`src/rtl/scan_mux_pkg.sv`:
```
// Shared types and defaults for the scan_mux display multiplexer.
package scan_mux_pkg;

    typedef enum logic {
        MODE_MANUAL = 1'b0,
        MODE_SCAN   = 1'b1
    } scan_mode_e;

    localparam int unsigned DEFAULT_SCAN_DIV     = 1000;
    localparam int unsigned DEFAULT_BLANK_CYCLES = 2;

    // Index width never collapses to zero, even for a two-channel mux.
    function automatic int unsigned idx_width(input int unsigned n);
        return (n <= 2) ? 1 : $clog2(n);
    endfunction

endpackage

```
`src/rtl/scan_mux_prescaler.sv`:
```
// Free-running divider: counts 0..DIV-1 while enabled and flags the last count.
module scan_prescaler #(
    parameter int unsigned DIV = 1000
) (
    input  logic clk,
    input  logic rst,
    input  logic en,
    input  logic clr,
    output logic tick
);

    localparam int unsigned CW = $clog2(DIV);
    localparam logic [CW-1:0] LAST = CW'(DIV - 1);

    logic [CW-1:0] cnt_q;

    assign tick = en && (cnt_q == LAST);

    always_ff @(posedge clk) begin
        if (rst) begin
            cnt_q <= '0;
        end else if (clr) begin
            cnt_q <= '0;
        end else if (en) begin
            cnt_q <= tick ? '0 : cnt_q + 1'b1;
        end
    end

endmodule

```
`src/rtl/scan_mux.sv`:
```
// Registered N-channel data selector with strobe and auto-scan for digit multiplexing.
// Define SCAN_MUX_BLANK_EN to add dead-time on dig_en after each auto-scan step.
module scan_mux
    import scan_mux_pkg::*;
#(
    parameter int unsigned CHANNELS     = 8,
    parameter int unsigned WIDTH        = 4,
    parameter int unsigned SCAN_DIV     = DEFAULT_SCAN_DIV,
    parameter int unsigned BLANK_CYCLES = DEFAULT_BLANK_CYCLES,
    localparam int unsigned IW          = idx_width(CHANNELS)
) (
    input  logic                      clk,
    input  logic                      rst,
    input  logic                      s_n,
    input  logic                      mode,
    input  logic [IW-1:0]             sel,
    input  logic [CHANNELS*WIDTH-1:0] d,
    output logic [WIDTH-1:0]          q,
    output logic [WIDTH-1:0]          q_n,
    output logic [IW-1:0]             idx,
    output logic [CHANNELS-1:0]       dig_en,
    output logic                      scan_wrap
);

    localparam logic [IW-1:0] LAST_IDX = IW'(CHANNELS - 1);

    if (CHANNELS < 2 || SCAN_DIV < 2 || BLANK_CYCLES < 1 || BLANK_CYCLES >= SCAN_DIV)
    begin : g_bad_params
        $error("scan_mux: illegal parameter combination");
    end

    scan_mode_e          mode_e;
    logic                scanning;
    logic                tick;
    logic                blank;
    logic [IW-1:0]       scan_idx_q;
    logic [IW-1:0]       eff;
    logic [CHANNELS-1:0] one_hot;
    logic [WIDTH-1:0]    sel_data;

    assign mode_e   = scan_mode_e'(mode);
    assign scanning = (mode_e == MODE_SCAN);

    // Prescaler parks at 0 in manual mode so the first tick lands SCAN_DIV cycles after entry.
    scan_prescaler #(
        .DIV (SCAN_DIV)
    ) u_prescaler (
        .clk  (clk),
        .rst  (rst),
        .en   (scanning && !s_n),
        .clr  (!scanning),
        .tick (tick)
    );

    always_ff @(posedge clk) begin
        if (rst) begin
            scan_idx_q <= '0;
        end else if (!s_n) begin
            if (!scanning) begin
                scan_idx_q <= sel;
            end else if (tick) begin
                scan_idx_q <= (scan_idx_q >= LAST_IDX) ? '0 : scan_idx_q + 1'b1;
            end
        end
    end

    // Out-of-range indices leave both one_hot and sel_data at zero.
    always_comb begin
        eff      = scanning ? scan_idx_q : sel;
        one_hot  = '0;
        sel_data = '0;
        for (int unsigned i = 0; i < CHANNELS; i++) begin
            if (eff == IW'(i)) begin
                one_hot[i] = 1'b1;
                sel_data   = d[i*WIDTH +: WIDTH];
            end
        end
    end

`ifdef SCAN_MUX_BLANK_EN
    localparam int unsigned BW = $clog2(BLANK_CYCLES + 1);

    logic [BW-1:0] blank_cnt_q;

    always_ff @(posedge clk) begin
        if (rst || !scanning) begin
            blank_cnt_q <= '0;
        end else if (!s_n) begin
            if (tick) begin
                blank_cnt_q <= BW'(BLANK_CYCLES);
            end else if (blank_cnt_q != '0) begin
                blank_cnt_q <= blank_cnt_q - 1'b1;
            end
        end
    end

    assign blank = scanning && (blank_cnt_q != '0);
`else
    assign blank = 1'b0;
`endif

    always_ff @(posedge clk) begin
        if (rst) begin
            q         <= '0;
            q_n       <= '1;
            idx       <= '0;
            dig_en    <= '0;
            scan_wrap <= 1'b0;
        end else if (s_n) begin
            q         <= '0;
            q_n       <= '1;
            dig_en    <= '0;
            scan_wrap <= 1'b0;
        end else begin
            q         <= sel_data;
            q_n       <= ~sel_data;
            idx       <= eff;
            dig_en    <= blank ? '0 : one_hot;
            scan_wrap <= scanning && tick && (scan_idx_q >= LAST_IDX);
        end
    end

endmodule

```
`config.mk`:
```
export PLATFORM = sky130hd
export DESIGN_NAME = scan_mux
export DESIGN_NICKNAME = d
export VERILOG_FILES = /design/src/rtl/scan_mux_pkg.sv /design/src/rtl/scan_mux_prescaler.sv /design/src/rtl/scan_mux.sv
export SDC_FILE = /design/constraint.sdc
export NUM_CORES = 1
export LEC_CHECK = 0
export BUFFER_PORTS_ARGS = -buffer_cell sky130_fd_sc_hd__buf_2
export CORE_ASPECT_RATIO = 0.8
export CORE_UTILIZATION = 49
export CTS_CLUSTER_DIAMETER = 80
export CTS_CLUSTER_SIZE = 10
export DETAILED_ROUTE_END_ITERATION = 8
export PLACE_DENSITY = 0.79
export RECOVER_POWER = 25
export SETUP_SLACK_MARGIN = 0.1
export SYNTH_ARGS = -nofsm -noshare
export SYNTH_HDL_FRONTEND = slang
export SYNTH_HIERARCHICAL = 1
export SYNTH_SLANG_ARGS = --single-unit
```
`constraint.sdc`:
```
create_clock -name clk -period 3.2 [get_ports clk]
set_clock_uncertainty 0.1 [all_clocks]
set_input_delay 0.64 -clock clk [delete_from_list [all_inputs] [get_ports clk]]
set_output_delay 0.64 -clock clk [all_outputs]
set_load 0.1 [all_outputs]
```
# Yosys cells after proc, flatten, opt, wreduce, memory -nomap -nowiden
# Index checks and enable logic that the tools add are counted.
# classes
addsub	2
mul	0
n_div	0
order_cmp	1
n_eq_ne	9
shift	0
n_mux	21
n_bitwise	3
reduce_logical	9
# op_table
cell	n
2-to-1 mux 4 bit	8
== test 3 bit (second input constant)	4
2-to-1 mux 3 bit	4
adder 10 x 1 -> 10 bit (second input constant)	1
== test 10 bit (second input constant)	1
2-to-1 mux 10 bit	1
2-to-1 mux 1 bit	8
== test 3 x 2 -> 1 bit (second input constant)	2
logical AND 1 bit	4
NOT 4 bit	1
OR reduction 2 bit	2
adder 3 x 1 -> 3 bit (second input constant)	1
== test 3 x 1 -> 1 bit (second input constant)	1
greater-or-equal comparator 3 bit (second input constant)	1
zero test 3 bit	1
inequality test 2 x 1 -> 1 bit (second input constant)	1
NOT 1 bit	2
AND reduction 2 bit	1
zero test 1 bit	1
# word_totals
reg_bits	33
latchBits	0
mem_bits_rw	0
rom_bits	0
in_bits	39
out_inout_bits	20
wordCells	52
mem_count	0

# Longest topological paths before layout
# depth
depth_word	11
ltp_mapped	13
mapped_depth_nobuf	10

# By module
# Netlist, hierarchy kept.
# by_module_without_submodules
mod	instances	cells_each	area_each_um2	seq_area_each_um2
scan_mux	1	130	1122.3	460.4
scan_prescaler	1	60	498.0	200.2

# Least setup slack after synthesis
# No wires, ideal clock.
# synth_timing
path_kind	input port to flip-flop
start	input port mode
end	register scan_idx_q[0]
setup_ns	0.116
arrival_ns	2.572
required_ns	2.984
setup_slack_ns	0.412
path_stages	13
path_buffers	3
cell_sequence	buf_6 -> buf_4 -> inv_1 -> nor2_1 -> and3_2 -> clkbuf_1 -> nand2_1 -> nor2_2 -> inv_1 -> a21oi_1 -> o311ai_0 -> o21ai_0 -> nor2_1
# synth_via
elab_chain_len	4
word_cells_on_any_way	5
cone_classes	1 x eq/ne; 1 x mux; 3 x reduce/logical
# synth_rtl
item	line_no	rtl
start: declaration	scan_mux.sv:15	input logic mode,
logical AND 1 bit	scan_mux.sv:50	.en (scanning && !s_n),
logical AND 1 bit	scan_mux_prescaler.sv:17	assign tick = en && (cnt_q == LAST);
named net tick	scan_mux.sv:34	logic tick;
inequality test 2 x 1 -> 1 bit (no source line)	n/a	
AND reduction 2 bit (no source line)	n/a	
end signal: assignment	scan_mux.sv:60	scan_idx_q <= sel;
end signal: assignment	scan_mux.sv:62	scan_idx_q <= (scan_idx_q >= LAST_IDX) ? '0 : scan_idx_q + 1'b1;
end: declaration	scan_mux.sv:36	logic [IW-1:0] scan_idx_q;
# The timed path passes the listed nets, and every way through them passes these cells.
# A chain may end at the register's enable or synchronous reset.

# Worst setup path in the final report
# layout_timing
start	input port mode
end	register q_n[1]
# layout_via
elab_chain_len	11
word_cells_on_any_way	18
cone_classes	7 x eq/ne; 9 x mux; 1 x bitwise; 1 x reduce/logical
# layout_rtl
item	line_no	rtl
2-to-1 mux 3 bit *	scan_mux.sv:69	eff = scanning ? scan_idx_q : sel;
zero test 3 bit	scan_mux.sv:73	if (eff == IW'(i)) begin
2-to-1 mux 4 bit (7 in a row)	scan_mux.sv:73	
2-to-1 mux 4 bit *	scan_mux.sv:73	
NOT 4 bit *	scan_mux.sv:116	q_n <= ~sel_data;
end signal: assignment	scan_mux.sv:116	
end: declaration	scan_mux.sv:19	output logic [WIDTH-1:0] q_n,
# Mark *: on every way between the ends. The rest lies on a longest branch, timed or not.

==> flow_summary.toml <==
[status]
status = "finished, final reports clean"

[synthesis]
seq_area_frac_synth = 0.408
synth_edf_count = 0
synth_area_sq_um = 1620
yosys.area.top_type = "dfxtp_1"
synth_ff_type = "dfxtp_1"
ys_types = 45
syn-num-nets = 232
synth_top_area_frac = 0.408
synthArstFlopShare = 0
avgSynthCellArea_sq_um = 8.53
yosys-top-cells-area = "dfxtp_1, nor2_1, a21oi_1"
synth_seq_cells = 33
netlist_instances = 190
ys.warnings.count = 6

[global_routing]
antenna_found_initial = 0
grt_max_degree = 19
grt_pass1_vias = 1395
grt_pass1_wl_mm = 6.09
grt_usage = 0.236
gr-total-overflow = 0

[floorplan]
dieArea_sq_um = 3540
die_y_um = 53.4
core_sq_um = 3110
fp-row-count = 18
die_x_um = 66.3
start_util = 0.521
io_pins = 59

[clock_network]
cts_tree = "done"
cts-root-buf = "clkbuf_8"
post_cts.repair.setup_buffers = 0
path_clk_slew_ns = 0.07
cts-buffers-inserted = 5
cts-htree-levels = 2
clk-insertion-delay-late_ns = 0.29
clock_sinks = 33
ctsHoldBuffers = 0
cts_buffer_depth = 2
cts_resized = 0

[setup_path]
end_kind = "flip-flop"
critPathMaxStageDelay_ns = 0.86
required_ns = 3.29
cp_cell_sequence = "buf_2 -> mux2i_1 -> o22ai_1 -> a211oi_1 -> a21oi_1 -> a21o_1"
worstSetupPathType = "primary input to flip-flop"
worstPathMaxFanout = 18
crit_buf_inv = 1
crit_arrival_ns = 2.53
start_kind = "primary input"
crit_slowest_cell = "mux2i_1"
crit_family = "multiplexers"

[routing]
num_vias = 1562
routed_wl_mm = 3.74
drcViolationCount = 0
vias_per_cell = 5.31
wl_per_cell_um = 12.7
ant_nets = 0
drtIter0Drc = 44
drtPass1Iterations = 4

[final_layout]
final_common_cell = "buf_2"
antennaDiodeCount = 0
layout-drive-gt1-share = 0.283
syn_to_final_growth_pct = 25.9
final_cell_mix = "buf_2, dfxtp_1, nor2_1"
fin_cells = 294
nets = 295

[power]
power.density_nw_per_um2 = 519
irDropWorstVdd_mv = 0.373
p_leak_nw = 0.902

[timing]
worstMarginPinSlew_ns = 1.18
max_freq_ghz = 0.409
setup_viol = 0
fin_setup_tns_ns = 0
period_minus_slack_ns = 2.44
rsz0062_at_grt = "false"
maxSlewHeadroom = 0.213
fin_crit_sh = 0.764
hold_violations = 0
slew_viol_final = 0

[place]
dp_cells = 286
gp_congestion = 0.797
dp_hpwl_mm = 2.82
portBuffers = 58

[worst_hold_path]
hp-class = "flip-flop to flip-flop"

[job]
drv_cap = 0
-- stage by stage --
| step | util | hold WS [ns] | setup WS, ns | power, W | instance area, sq um |
|---|---|---|---|---|---|
| 2_1_floorplan | - | 0.353 | 0.412 | 0.000612 | 1620 |
| 3_3_place_gp | 0.627 | 0.368 | 0.623 | 0.000662 | 1950 |
| 3_5_place_dp | 0.627 | 0.373 | 0.507 | 0.000664 | 1950 |
| 4_1_cts | 0.665 | 0.382 | 0.820 | 0.00107 | 2070 |
| 5_1_grt | 0.657 | 0.419 | 0.529 | 0.00110 | 2040 |
| 6_report | 0.657 | 0.382 | 0.756 | 0.00106 | 2040 |
-- kinds of logic after synthesis --
| group | share of synthesized area |
|---|---|
| XOR/XNOR | 0.0270 |
| buffers and inverters | 0.0440 |
| flip-flops | 0.408 |
| AND/OR/NAND/NOR | 0.249 |
| adder cells (fa/ha/maj) | 0.0232 |
| AO/OA/AOI/OAI | 0.192 |
| multiplexers | 0.0571 |
-- final cells by class --
type	instances	area, sq um
Fill cell	276	1070
Multi-Input combinational cell	143	877
Sequential cell	33	661
Timing Repair Buffer	62	307
Clock buffer	7	86.3
Tap cell	40	50.0
Clock inverter	1	30.0
Inverter	8	30.0
-- sequential cells by signal, summed over array words and instances, names as in the netlist --
signal             flops
q_n                    4
scan_wrap              1
idx                    3
dig_en                 8
scan_idx_q             3
u_prescaler/cnt_q     10
q                      4
-- path summary, 6_finish.rpt --
| kind | to | start | cells past startpoint | slack [ns] |
|---|---|---|---|---|
| max | q_n[1] | mode | 6 | 0.76 |
| min | u_prescaler/cnt_q[9] | u_prescaler/cnt_q[9] | 2 | 0.38 |
| max reg2reg | q_n[1] | scan_idx_q[1] | 5 | 1.07 |
| min reg2reg | u_prescaler/cnt_q[9] | u_prescaler/cnt_q[9] | 2 | 0.38 |
-- worst reg2reg max path, stage by stage, from the launching register on --
cell and delay (ns):
dfxtp_1 0.38, mux2i_1 0.79, o22ai_1 0.20, a211oi_1 0.28
a21oi_1 0.09, a21o_1 0.18
-- Yosys cell counts (all sizes together), types with 3 or more instances --
cell type and n:
ha 3, nand2 17, nand3 10, o22ai 4, clkbuf 3, nand2b 3, nor2 24, a31oi 4
nor3 11, a21o 4, nand3b 3, xor2 5, a211oi 4, o21ai 8, buf 3, dfxtp 33
or3 3, mux2 3, a21oi 15, inv 8, mux2i 4
-- report_power, final --
| group | total [W] | switching (W) | internal, W |
|---|---|---|---|
| sequential | 0.000434 | 0.00000882 | 0.000425 |
| clock | 0.000407 | 0.000154 | 0.000254 |
| combinational | 0.000217 | 0.000156 | 0.0000608 |
-- per-layer routing --
layer,share of wire,track usage
met3,0.053,0.0517
met1,0.50,0.319
met4,0.021,0.113
met2,0.42,0.355
met5,0,0
No activity file was read; power rests on OpenSTA's default activity.
